--- src/rtl/board_mem_scan_reader_if.sv ---
// rtl/board_mem_scan_reader_if.sv - Wishbone classic bus bundle used by the board memory scan reader
//
// Purpose : carries one Wishbone classic read/write channel between a
//           master and the board memory slave.
// Signals : cyc, stb, we, adr[ADDR_W-1:0] driven by the master;
//           dat_s2m[DATA_W-1:0], ack driven by the slave.
interface wishbone_if #(
    parameter int ADDR_W = 8,
    parameter int DATA_W = 8
);
    logic              cyc;
    logic              stb;
    logic              we;
    logic [ADDR_W-1:0] adr;
    logic [DATA_W-1:0] dat_s2m;
    logic              ack;

    modport master (
        output cyc,
        output stb,
        output we,
        output adr,
        input  dat_s2m,
        input  ack
    );

    modport slave (
        input  cyc,
        input  stb,
        input  we,
        input  adr,
        output dat_s2m,
        output ack
    );
endinterface

--- src/rtl/board_mem_scan_reader.sv ---
// rtl/board_mem_scan_reader.sv - Wishbone classic read master that scans the active board region
//
// Purpose : on a start pulse, reads every cell of the active_size x active_size
//           board region in row-major order (address stride BOARD_SIZE),
//           streams each cell with its coordinates, counts mine cells and
//           aborts with a sticky error if the slave fails to acknowledge.
// Ports   : clk, rst (sync, active-high)
//           start, active_size       - scan request and board edge (latched on start)
//           rd_wb                    - Wishbone master: cyc/stb/we/adr out, dat_s2m/ack in
//           busy, done, err          - scan status (done is a one-cycle pulse, err sticky)
//           cell_valid, cell_x/y,    - one-cycle strobe per cell with captured data
//           cell_data
//           mine_count               - mines found so far, held after done
module board_mem_scan_reader #(
    parameter int BOARD_SIZE  = 16,
    parameter int DATA_W      = 8,
    parameter int ADDR_W      = 8,
    parameter int MINE_BIT    = 0,
    parameter int ACK_TIMEOUT = 64
) (
    input  logic                                        clk,
    input  logic                                        rst,
    input  logic                                        start,
    input  logic [$clog2(BOARD_SIZE+1)-1:0]             active_size,
    wishbone_if.master                                  rd_wb,
    output logic                                        busy,
    output logic                                        done,
    output logic                                        err,
    output logic                                        cell_valid,
    output logic [$clog2(BOARD_SIZE)-1:0]               cell_x,
    output logic [$clog2(BOARD_SIZE)-1:0]               cell_y,
    output logic [DATA_W-1:0]                           cell_data,
    output logic [$clog2(BOARD_SIZE*BOARD_SIZE+1)-1:0]  mine_count
);

    localparam int SZ_W  = $clog2(BOARD_SIZE + 1);
    localparam int XY_W  = $clog2(BOARD_SIZE);
    localparam int CNT_W = $clog2(BOARD_SIZE * BOARD_SIZE + 1);
    localparam int TMO_W = $clog2(ACK_TIMEOUT + 1);

    localparam logic [SZ_W-1:0]   L_MAX_SIZE = SZ_W'(BOARD_SIZE);
    localparam logic [ADDR_W-1:0] L_STRIDE   = ADDR_W'(BOARD_SIZE);
    localparam logic [TMO_W-1:0]  L_TMO_LAST = TMO_W'(ACK_TIMEOUT - 1);

    typedef enum logic [1:0] {
        S_IDLE,
        S_REQ,
        S_GAP,
        S_DONE
    } state_t;

    state_t              r_state;
    logic [SZ_W-1:0]     r_size;
    logic [XY_W-1:0]     r_x;
    logic [XY_W-1:0]     r_y;
    logic [TMO_W-1:0]    r_tmo;
    logic                r_cyc;
    logic                r_stb;
    logic [ADDR_W-1:0]   r_adr;
    logic                r_busy;
    logic                r_done;
    logic                r_err;
    logic                r_cell_valid;
    logic [XY_W-1:0]     r_cell_x;
    logic [XY_W-1:0]     r_cell_y;
    logic [DATA_W-1:0]   r_cell_data;
    logic [CNT_W-1:0]    r_mine_count;

    logic                w_size_ok;
    logic                w_x_last;
    logic                w_last_cell;
    logic [XY_W-1:0]     w_next_x;
    logic [XY_W-1:0]     w_next_y;
    logic [ADDR_W-1:0]   w_next_adr;

    assign w_size_ok   = (active_size != '0) && (active_size <= L_MAX_SIZE);

    // Coordinates of the cell just read are compared against the latched size,
    // widened so that a full-size board (edge == BOARD_SIZE) compares correctly.
    assign w_x_last    = (SZ_W'(r_x) == r_size - SZ_W'(1));
    assign w_last_cell = w_x_last && (SZ_W'(r_y) == r_size - SZ_W'(1));
    assign w_next_x    = w_x_last ? '0 : r_x + XY_W'(1);
    assign w_next_y    = w_x_last ? r_y + XY_W'(1) : r_y;
    assign w_next_adr  = ADDR_W'(w_next_y) * L_STRIDE + ADDR_W'(w_next_x);

    always_ff @(posedge clk) begin
        if (rst) begin
            r_state      <= S_IDLE;
            r_size       <= '0;
            r_x          <= '0;
            r_y          <= '0;
            r_tmo        <= '0;
            r_cyc        <= 1'b0;
            r_stb        <= 1'b0;
            r_adr        <= '0;
            r_busy       <= 1'b0;
            r_done       <= 1'b0;
            r_err        <= 1'b0;
            r_cell_valid <= 1'b0;
            r_cell_x     <= '0;
            r_cell_y     <= '0;
            r_cell_data  <= '0;
            r_mine_count <= '0;
        end else begin
            r_cell_valid <= 1'b0;
            r_done       <= 1'b0;

            case (r_state)
                S_IDLE: begin
                    if (start) begin
                        r_size       <= active_size;
                        r_mine_count <= '0;
                        r_err        <= 1'b0;
                        r_x          <= '0;
                        r_y          <= '0;
                        r_tmo        <= '0;
                        if (w_size_ok) begin
                            r_busy  <= 1'b1;
                            r_cyc   <= 1'b1;
                            r_stb   <= 1'b1;
                            r_adr   <= '0;
                            r_state <= S_REQ;
                        end else begin
                            // Invalid edge: report straight away, never touch the bus.
                            r_busy  <= 1'b0;
                            r_err   <= 1'b1;
                            r_done  <= 1'b1;
                            r_state <= S_DONE;
                        end
                    end
                end

                S_REQ: begin
                    if (rd_wb.ack) begin
                        r_cell_valid <= 1'b1;
                        r_cell_x     <= r_x;
                        r_cell_y     <= r_y;
                        r_cell_data  <= rd_wb.dat_s2m;
                        r_mine_count <= r_mine_count + CNT_W'(rd_wb.dat_s2m[MINE_BIT]);
                        r_cyc        <= 1'b0;
                        r_stb        <= 1'b0;
                        r_tmo        <= '0;
                        r_state      <= S_GAP;
                    end else if (r_tmo == L_TMO_LAST) begin
                        // This is the ACK_TIMEOUT-th cycle without ack: abandon the scan.
                        r_cyc   <= 1'b0;
                        r_stb   <= 1'b0;
                        r_tmo   <= '0;
                        r_err   <= 1'b1;
                        r_busy  <= 1'b0;
                        r_done  <= 1'b1;
                        r_state <= S_DONE;
                    end else begin
                        r_tmo <= r_tmo + TMO_W'(1);
                    end
                end

                S_GAP: begin
                    if (w_last_cell) begin
                        r_busy  <= 1'b0;
                        r_done  <= 1'b1;
                        r_state <= S_DONE;
                    end else begin
                        r_x     <= w_next_x;
                        r_y     <= w_next_y;
                        r_cyc   <= 1'b1;
                        r_stb   <= 1'b1;
                        r_adr   <= w_next_adr;
                        r_state <= S_REQ;
                    end
                end

                S_DONE: begin
                    r_state <= S_IDLE;
                end

                default: begin
                    r_state <= S_IDLE;
                end
            endcase
        end
    end

    assign rd_wb.cyc  = r_cyc;
    assign rd_wb.stb  = r_stb;
    assign rd_wb.we   = 1'b0;
    assign rd_wb.adr  = r_adr;

    assign busy       = r_busy;
    assign done       = r_done;
    assign err        = r_err;
    assign cell_valid = r_cell_valid;
    assign cell_x     = r_cell_x;
    assign cell_y     = r_cell_y;
    assign cell_data  = r_cell_data;
    assign mine_count = r_mine_count;

endmodule

--- src/flat_wrapper.sv ---
// flat-port wrapper written by rule: the top's interface ports become plain ports
module board_mem_scan_reader_flat 
#(
    parameter int BOARD_SIZE  = 16,
    parameter int DATA_W      = 8,
    parameter int ADDR_W      = 8,
    parameter int MINE_BIT    = 0,
    parameter int ACK_TIMEOUT = 64
)
  (clk, rst, start, active_size, busy, done, err, cell_valid, cell_x, cell_y, cell_data, mine_count, rd_wb_cyc, rd_wb_stb, rd_wb_we, rd_wb_adr, rd_wb_dat_s2m, rd_wb_ack);
  wishbone_if #(.ADDR_W(ADDR_W), .DATA_W(DATA_W)) rd_wb_i ();
  input  logic clk;
  input  logic rst;
  input  logic start;
  input  logic [$clog2(BOARD_SIZE+1)-1:0] active_size;
  output logic busy;
  output logic done;
  output logic err;
  output logic cell_valid;
  output logic [$clog2(BOARD_SIZE)-1:0] cell_x;
  output logic [$clog2(BOARD_SIZE)-1:0] cell_y;
  output logic [DATA_W-1:0] cell_data;
  output logic [$clog2(BOARD_SIZE*BOARD_SIZE+1)-1:0] mine_count;
  output wire logic [$bits(rd_wb_i.cyc)-1:0] rd_wb_cyc;
  output wire logic [$bits(rd_wb_i.stb)-1:0] rd_wb_stb;
  output wire logic [$bits(rd_wb_i.we)-1:0] rd_wb_we;
  output wire logic [$bits(rd_wb_i.adr)-1:0] rd_wb_adr;
  input wire logic [$bits(rd_wb_i.dat_s2m)-1:0] rd_wb_dat_s2m;
  input wire logic [$bits(rd_wb_i.ack)-1:0] rd_wb_ack;
  assign rd_wb_cyc = rd_wb_i.cyc;
  assign rd_wb_stb = rd_wb_i.stb;
  assign rd_wb_we = rd_wb_i.we;
  assign rd_wb_adr = rd_wb_i.adr;
  assign rd_wb_i.dat_s2m = rd_wb_dat_s2m;
  assign rd_wb_i.ack = rd_wb_ack;
  board_mem_scan_reader #(.BOARD_SIZE(BOARD_SIZE), .DATA_W(DATA_W), .ADDR_W(ADDR_W), .MINE_BIT(MINE_BIT), .ACK_TIMEOUT(ACK_TIMEOUT)) u_core (.clk(clk), .rst(rst), .start(start), .active_size(active_size), .rd_wb(rd_wb_i), .busy(busy), .done(done), .err(err), .cell_valid(cell_valid), .cell_x(cell_x), .cell_y(cell_y), .cell_data(cell_data), .mine_count(mine_count));
endmodule
--- config.mk ---
export PLATFORM = sky130hd
export DESIGN_NAME = board_mem_scan_reader_flat
export DESIGN_NICKNAME = d
export VERILOG_FILES = /design/src/rtl/board_mem_scan_reader_if.sv /design/src/rtl/board_mem_scan_reader.sv /design/src/flat_wrapper.sv
export SDC_FILE = /design/constraint.sdc
export NUM_CORES = 1
export LEC_CHECK = 0
export ABC_AREA = 1
export CELL_PAD_IN_SITES_DETAIL_PLACEMENT = 1
export CELL_PAD_IN_SITES_GLOBAL_PLACEMENT = 1
export CORE_MARGIN = 2
export CORE_UTILIZATION = 37
export CTS_BUF_LIST = sky130_fd_sc_hd__clkbuf_16
export CTS_CLUSTER_SIZE = 20
export DETAILED_ROUTE_END_ITERATION = 8
export HOLD_SLACK_MARGIN = 0.06
export PLACE_DENSITY_LB_ADDON = 0.05
export SYNTH_ARGS = -nofsm -noshare
export SYNTH_HDL_FRONTEND = slang
export SYNTH_SLANG_ARGS = --single-unit
--- constraint.sdc ---
create_clock -name clk -period 2.6 [get_ports clk]
set_input_delay 0.26 -clock clk [delete_from_list [all_inputs] [get_ports clk]]
set_output_delay 0.26 -clock clk [all_outputs]
set_load 0.02 [all_outputs]
; ---- Word level (Yosys, flattened, before mapping)
; Index checks and enable logic that the tools add are counted.
; W data, S select, Z words.
[classes]
n_addsub = 6
n_lt_le_gt_ge = 1
eq_ne = 14
n_mux = 46
n_bitwise = 1
n_reduce_logical = 18
[op_table]
columns = operator, count
row1 = $mux W8, 3
row2 = $mux W7, 3
row3 = $mux W4, 5
row4 = $mux W1, 18
row5 = $mux W9, 2
row6 = $pmux W9 S2, 1
row7 = $pmux W4 S2, 2
row8 = $pmux W8 S2, 1
row9 = $pmux W7 S2, 1
row10 = $eq A4 B5 Y1, 2
row11 = $mux W2, 5
row12 = $reduce_and A5 Y1, 2
row13 = $add A9 B1 Y9, 1
row14 = $pmux W1 S3, 3
row15 = $add A4 B1 Y4 const B, 2
row16 = $add A8 B4 Y8, 1
row17 = $ne A2 B2 Y1 const B, 4
row18 = $pmux W2 S4, 1
row19 = $reduce_and A2 Y1, 4
row20 = $reduce_and A4 Y1, 2
row21 = $add A7 B1 Y7 const B, 1
row22 = $eq A7 B6 Y1 const B, 1
row23 = $ne A2 B1 Y1 const B, 3
row24 = $reduce_and A3 Y1, 2
row25 = other kinds (13), 16
[totals]
regBits = 60
in_bits = 17
out_inout_bits = 40
word_cells = 101

; ---- Depth between registers and ports, before layout
; Gate-level depths: netlist (run 1).
[depth]
ltp_word = 6
depth_mapped = 15
ltp_nobuf = 15

; ---- Least setup slack after synthesis (run 1)
; Ideal clock, no wire load.
[synth_path]
kind = register to register
startpoint = register u_core.r_size[0]
endpoint = register u_core.r_adr[2] (netlist: u_core.rd_wb.adr[2])
setup_time_ps = 113
arrival_ps = 1789
required_time_ps = 2487
slack_ps = 698
path_stages_with_launch = 16
n_path_buf = 1
cell_sequence = dfxtp_1 inv_2 ha_1 nand2_1 inv_1 nor2_2 nand2_1 nor2_2 nand2_1 nor2_4 nand3_4 nand3_4 buf_8 nand2_1 nand2_1 nor2_1
[synth_via]
elab_chain_len = 6
word_cells_on_any_way = 10
cone_classes = add/sub: 2 / eq/ne: 3 / mux: 3 / reduce/logical: 2
[synth_rtl]
columns = element, line
row1 = start: declaration, board_mem_scan_reader.sv:53  ; logic [SZ_W-1:0] r_size;
row2 = start signal: assignment, board_mem_scan_reader.sv:111  ; r_size <= active_size;
row3 = $sub A5 B1 Y5 (*), "board_mem_scan_reader.sv:80, board_mem_scan_reader.sv:81"
row4 = $eq A4 B5 Y1, board_mem_scan_reader.sv:80  ; assign w_x_last = (SZ_W'(r_x) == r_size - SZ_W'(1));
row5 = $mux W4, board_mem_scan_reader.sv:82  ; assign w_next_x = w_x_last ? '0 : r_x + XY_W'(1);
row6 = $add A8 B4 Y8, board_mem_scan_reader.sv:84  ; assign w_next_adr = ADDR_W'(w_next_y) * L_STRIDE + ADDR_W'(w_next_x);
row7 = $mux W8, board_mem_scan_reader.sv:159  ; if (w_last_cell) begin
row8 = $pmux W8 S2, board_mem_scan_reader.sv:108  ; case (r_state)
row9 = end signal: assignment, board_mem_scan_reader.sv:168  ; r_adr <= w_next_adr;
row10 = end: declaration, board_mem_scan_reader.sv:59  ; logic [ADDR_W-1:0] r_adr;
; Mark *: on every way between the ends. The rest lies on a longest branch, timed or not. The select of a mux whose other input is x is not followed.
; A chain may end at the register's enable or synchronous reset.

; ---- Final worst setup path (run 1)
[layout_path]
startpoint = register u_core.r_state[0]
endpoint = register u_core.r_mine_count[7] (netlist: u_core.mine_count[7])
[layout_via]
elab_chain_len = 3
word_cells_on_any_way = 7
cone_classes = eq/ne: 3 / mux: 1 / reduce/logical: 3
[layout_rtl]
columns = element, line
row1 = start: declaration, board_mem_scan_reader.sv:52  ; state_t r_state;
row2 = start signal: assignment, board_mem_scan_reader.sv:88  ; r_state <= S_IDLE;
row3 = start signal: assignment, board_mem_scan_reader.sv:122  ; r_state <= S_REQ;
row4 = start signal: assignment, board_mem_scan_reader.sv:128  ; r_state <= S_DONE;
row5 = $eq A2 B1 Y1 or $logic_not A2 Y1 (tied branches), board_mem_scan_reader.sv:108
row6 = $ne A2 B2 Y1 (no source line) or $reduce_bool A2 Y1 (tied branches), --
row7 = $reduce_and A3 Y1 (no source line), --
row8 = end signal: assignment, board_mem_scan_reader.sv:139  ; r_mine_count <= r_mine_count + CNT_W'(rd_wb.dat_s2m[MINE_BIT]);
row9 = end: declaration, board_mem_scan_reader.sv:67  ; logic [CNT_W-1:0] r_mine_count;
; Parallel ways exist; a longest one is shown, timed or not.

==> metrics, run 1 <==
vias per inst=4.881; Synth top area share=40.52%; Starting Density=38.36%; Seq pwr share=30.5%; drt initial violations=82; vias post-DR=2904; worst slew pin tran=0.4881 ns; ANT nets after route=0; WS Path Type=reg2reg; post-synthesis net count=456; Yosys warning count=0; DRC Markers=0; CTS resizes=0; hold_buf cts=0; # H-tree levels=3; Synth Cell Area=2964 µm²; outcome=completed; largest area contributor in the netlist=dfxtp_1; Final Max Slew Viols=0; core area=7727 µm²; TNS Setup=0 ns; PortBufs=55; Die Span X=93.51 µm; element type at the critical path start=flop; Crit path arrival time=2.44 ns; pwr dens=1142 nW/µm²; Vert. Die Dim=93.51 µm; Post-Syn Instances=429; nets@finish=515; initial antenna violation count=0; synthesized flop and latch total=60; min cycle time layout=2.220 ns; Worst Path Required=2.82 ns; CTS clk-pin slew, worst paths=0.05 ns; hpwl dp=6.265 mm; first-pass GRT wire length=13.99 mm; Place WS=0.3155 ns; Area contributors post-synth=dfxtp_1, nand2_1, nor2_1; Fmax achieved=450.4 MHz; synth-to-layout area growth=31.74%; All-Layer GR Usage=20.42%; peak supply drop=424.9 µV; total CTS buffers=9; clk root buf=clkbuf_16; final cell count without fillers=595; Max Cap Viol=0; vias in the first global route=2939; Final Hold Viols=0; CTS Buffer Depth=2; fin worst setup slack=0.3797 ns; WL/cell=14.18 µm; maximum net fanout on the critical path=13; routability cong.=0.7968; Worst setup EP type=flop; io pins=57; skew final=0.008008 ns; RSZ-0062 raised after global routing=no; leakage power=1.732 nW; Filler cells=988; final WL=8.439 mm; commonest cells after routing, fill and taps aside=nand2_1, nor2_1, dfxtp_1; Skew-Pair Late Insertion Delay=0.33 ns; Mean Syn Cell Area=6.909 µm²; Cells after DPL=579; setup violators final=0; DIE AREA=8743 µm²; 1st-pass router iterations=4; row count=32; total grt overflow=0; final cycle utilization of the critical path=85.39%; P_int=2.615 mW; largest net degree at the start of global routing=21; setup bufs post-CTS=0; hold_ws=0.4549 ns; post-synth cell types=31; power share of the clock group=26.1%; Hold Crit Class=reg2reg; clk sinks=60; power share of the combinational group=43.5%; relative slew slack=67.12%; commonest non-fill, non-tap cell in the layout=nand2_1; switch share=41.35%; register area share after synthesis=40.52%; n_diodes=0; sw power=1.844 mW; TritonCTS clock tree=built; share of cells above drive strength 1=7.302%
[synthesized netlist by cell type]
cell type	count
o21ai_2	2
a21oi_1	28
a211oi_1	1
nor3_1	8
dfxtp_1	60
inv_2	2
o21ai_0	35
xnor2_1	1
or2_2	1
nand3_4	2
nor3b_1	2
a2111oi_0	1
buf_4	2
nand4_1	3
nand3_2	1
xor2_1	7
nand3_1	27
nor2_1	79
nand2_1	82
buf_2	2
o21a_1	2
o21ai_1	1
clkbuf_1	7
nand2_4	1
ha_1	10
inv_4	1
conb_1	1
nor2_2	4
inv_1	54
buf_8	1
nor2_4	1
[power by group through the flow]
stage | logic, mW | registers (mW) | clock network (mW)
detailed placement | 1.93 | 1.38 | 0
finish | 1.94 | 1.36 | 1.16
global route | 2.19 | 1.39 | 1.23
CTS | 1.96 | 1.37 | 1.19
global placement | 1.88 | 1.37 | 0
floorplan | 1.18 | 1.48 | 0
[through the flow]
| step | util [%] | instance area, µm² | power [mW] |
|---|---|---|---|
| finish | 50.53 | 3905 | 4.459 |
| global route | 50.53 | 3905 | 4.815 |
| CTS | 50.53 | 3905 | 4.522 |
| detailed placement | 46.76 | 3613 | 3.306 |
| global placement | 46.76 | 3613 | 3.248 |
| floorplan | - | 2964 | 2.660 |
[final timing paths]
path	start	endpoint	slack, ns	depth (start not counted)
max	u_core.r_state[0]	u_core.mine_count[7]	0.38	11
min	u_core.r_tmo[6]	u_core.r_tmo[6]	0.45	2
max reg2reg	u_core.r_state[0]	u_core.mine_count[7]	0.38	11
min reg2reg	u_core.r_tmo[6]	u_core.r_tmo[6]	0.45	2
[critical path, cell delays in order (launching register included)]
cell	delay [ns]
dfxtp_1	0.35
inv_1	0.09
ha_1	0.24
nand2_1	0.30
o21ai_2	0.27
o21ai_2	0.18
nor2_2	0.16
nand3_1	0.14
nor2_1	0.11
nand2_1	0.07
o21ai_0	0.16
a21oi_1	0.06
[layout make-up]
type,count,area [µm²],share of cell area [%]
clock buffer,9,225.2,5.767
timing repair buffer,60,588.1,15.06
multi-input combinational,300,1480,37.90
tap,102,127.6,3.268
clock inverter,7,66.31,1.698
inverter,57,216.5,5.543
sequential,60,1201,30.76
[cell families (layout without fill, tap and decap cells)]
family / count (synthesis) / in the layout / share of synthesized area (%)
other cells: 1 / 1 / 0.1265
xor+xnor: 8 / 8 / 2.364
fa+ha+maj: 10 / 10 / 4.221
flops: 60 / 60 / 40.52
buf+inv: 69 / 133 / 9.540
compound gates: 70 / 70 / 12.45
simple gates: 211 / 211 / 30.77
[routing by layer]
metal	vias up	share of wire [%]	GRT usage, %
li1	1484	-	-
met1	1352	48	26.30
met2	58	46	32.91
met3	10	4.3	5.077
met4	0	1.2	7.721
met5	-	0	0
[state kept, by name (all words and copies together) (netlist names), 2 cells and up]
signal,count
u_core.cell_data,8
u_core.cell_x,4
u_core.cell_y,4
u_core.mine_count,9
u_core.r_size,5
u_core.r_state,2
u_core.r_tmo,7
u_core.r_x,4
u_core.r_y,4
u_core.rd_wb.adr,8
(Power assumes the default switching activity.)
==> run 2, diff against run 1 <==
--- a/config.mk
+++ b/config.mk
@@ -8,7 +8,6 @@
 export ABC_AREA = 1
 export CELL_PAD_IN_SITES_DETAIL_PLACEMENT = 1
 export CELL_PAD_IN_SITES_GLOBAL_PLACEMENT = 1
-export CORE_MARGIN = 2
 export CORE_UTILIZATION = 37
 export CTS_BUF_LIST = sky130_fd_sc_hd__clkbuf_16
 export CTS_CLUSTER_SIZE = 20
@@ -18,3 +17,4 @@
 export SYNTH_ARGS = -nofsm -noshare
 export SYNTH_HDL_FRONTEND = slang
 export SYNTH_SLANG_ARGS = --single-unit
+export TNS_END_PERCENT = 10
==> metrics, run 2 (synthesis results as in run 1) <==
Tot Pwr=4.595 mW; total CTS buffers=9; commonest cells after routing, fill and taps aside=nand2_1, nor2_1, dfxtp_1; outcome=completed; sw power=1.874 mW; CTS resizes=0; routability cong.=0.7663; Vert. Die Dim=91.51 µm; Die Span X=91.51 µm; P_int=2.721 mW; RSZ-0062 raised after global routing=no; Hold Crit Class=reg2reg; Seq pwr share=29.5%; hpwl dp=6.277 mm; total grt overflow=0; WL/cell=13.95 µm; clk sinks=60; hold_buf cts=0; TritonCTS clock tree=built; synth-to-layout area growth=32.80%; Reg2Reg Capture Point=u_core.mine_count[7]; first-pass GRT wire length=14.21 mm; Max Cap Viol=0; share of cells above drive strength 1=7.099%; io pins=57; switch share=40.78%; relative slew slack=66.74%; # H-tree levels=3; R2R setup slack=0.38 ns; initial antenna violation count=0; Fmax achieved=450.9 MHz; Worst Path Required=2.82 ns; core area=7727 µm²; commonest non-fill, non-tap cell in the layout=nand2_1; worst-case reg-to-reg path depth=11; ANT nets after route=0; fin worst setup slack=0.3820 ns; WS Path Type=reg2reg; Final Max Slew Viols=0; element type at the critical path start=flop; Worst Hold Depth=2; origin of the worst min-delay path=u_core.r_tmo[6]; Worst setup EP type=flop; Place WS=0.3339 ns; Crit path arrival time=2.44 ns; Skew-Pair Late Insertion Delay=0.33 ns; final cycle utilization of the critical path=85.31%; drt initial violations=66; setup bufs post-CTS=0; leakage power=1.739 nW; CTS clk-pin slew, worst paths=0.06 ns; clk root buf=clkbuf_16; nets@finish=515; CTS Buffer Depth=2; vias per inst=4.840; pwr dens=1167 nW/µm²; row count=32; vias in the first global route=3072; maximum net fanout on the critical path=13; vias post-DR=2880; PortBufs=55; DIE AREA=8373 µm²; Starting Density=38.36%; All-Layer GR Usage=21.60%; worst slew pin tran=0.4955 ns; n_diodes=0; skew final=0.009594 ns; setup violators final=0; Hold Path End=u_core.r_tmo[6]; DRC Markers=0; worst r2r src=u_core.r_state[1]; largest net degree at the start of global routing=21; power share of the clock group=28.3%; final WL=8.298 mm; power share of the combinational group=42.1%; peak supply drop=528.0 µV; Final Hold Viols=0; 1st-pass router iterations=4; max reg flops=9; min cycle time layout=2.218 ns; TNS Setup=0 ns
[run 2: worst max-delay path by stage]
stage                     cells past startpoint         startpoint              endpoint  slack [ns]
after floorplan                              15   u_core.r_size[0]   u_core.rd_wb.adr[2]        0.70
after global placement                       10              start  u_core.mine_count[7]        0.35
after detailed placement                     10              start  u_core.mine_count[7]        0.33
after CTS                                    11  u_core.r_state[1]  u_core.mine_count[7]        0.39
after global routing                         11  u_core.r_state[1]  u_core.mine_count[7]        0.04
final                                        11  u_core.r_state[1]  u_core.mine_count[7]        0.38
[run 2: metal layers]
layer	GRT usage (%)	part of all wire, %	routed length, µm
met2	35.84	45	3736
met5	0	0	0
met1	26.57	48	4016
met3	4.858	4.7	390
met4	9.656	1.9	154
[run 2: power by group through the flow]
stage	Clock [mW]	Sequential (mW)	Combinational, mW
floorplan	0	1.48	1.18
global placement	0	1.37	1.88
detailed placement	0	1.38	1.94
CTS	1.33	1.36	1.96
global route	1.37	1.39	2.19
finish	1.30	1.36	1.94
[run 2: worst max-delay path, cell delays in order (launching register included)]
cell and delay, ns:
dfxtp_1 0.34, inv_1 0.11, ha_1 0.24, nand2_1 0.29
o21ai_2 0.25, o21ai_2 0.17, nor2_2 0.15, nand3_1 0.15
nor2_1 0.12, nand2_1 0.07, o21ai_0 0.15, a21oi_1 0.05
[run 2: cell type report]
cell class / instances / area, µm²
inverter: 57 / 216.5
sequential: 60 / 1201
clock inverter: 7 / 97.59
tap: 102 / 127.6
multi-input combinational: 300 / 1480
clock buffer: 9 / 225.2
timing repair buffer: 60 / 588.1
fill: 1001 / 3791
[run 2: through the flow]
| stage | hold WS, ns | cells | util, % | instance area [µm²] |
|---|---|---|---|---|
| after floorplan | 0.4267 | 429 | - | 2964 |
| after global placement | 0.4382 | 579 | 46.76 | 3613 |
| after detailed placement | 0.4482 | 579 | 46.76 | 3613 |
| after CTS | 0.4613 | 595 | 50.94 | 3936 |
| after global routing | 0.4948 | 595 | 50.94 | 3936 |
| final | 0.4572 | 595 | 50.94 | 3936 |
==> run 3, diff against run 2 <==
--- a/config.mk
+++ b/config.mk
@@ -12,8 +12,8 @@
 export CTS_BUF_LIST = sky130_fd_sc_hd__clkbuf_16
 export CTS_CLUSTER_SIZE = 20
 export DETAILED_ROUTE_END_ITERATION = 8
-export HOLD_SLACK_MARGIN = 0.06
 export PLACE_DENSITY_LB_ADDON = 0.05
+export SLEW_MARGIN = 0
 export SYNTH_ARGS = -nofsm -noshare
 export SYNTH_HDL_FRONTEND = slang
 export SYNTH_SLANG_ARGS = --single-unit
==> results of run 3 <==
The final DEF is identical to that of run 2; final timing and power are the same.
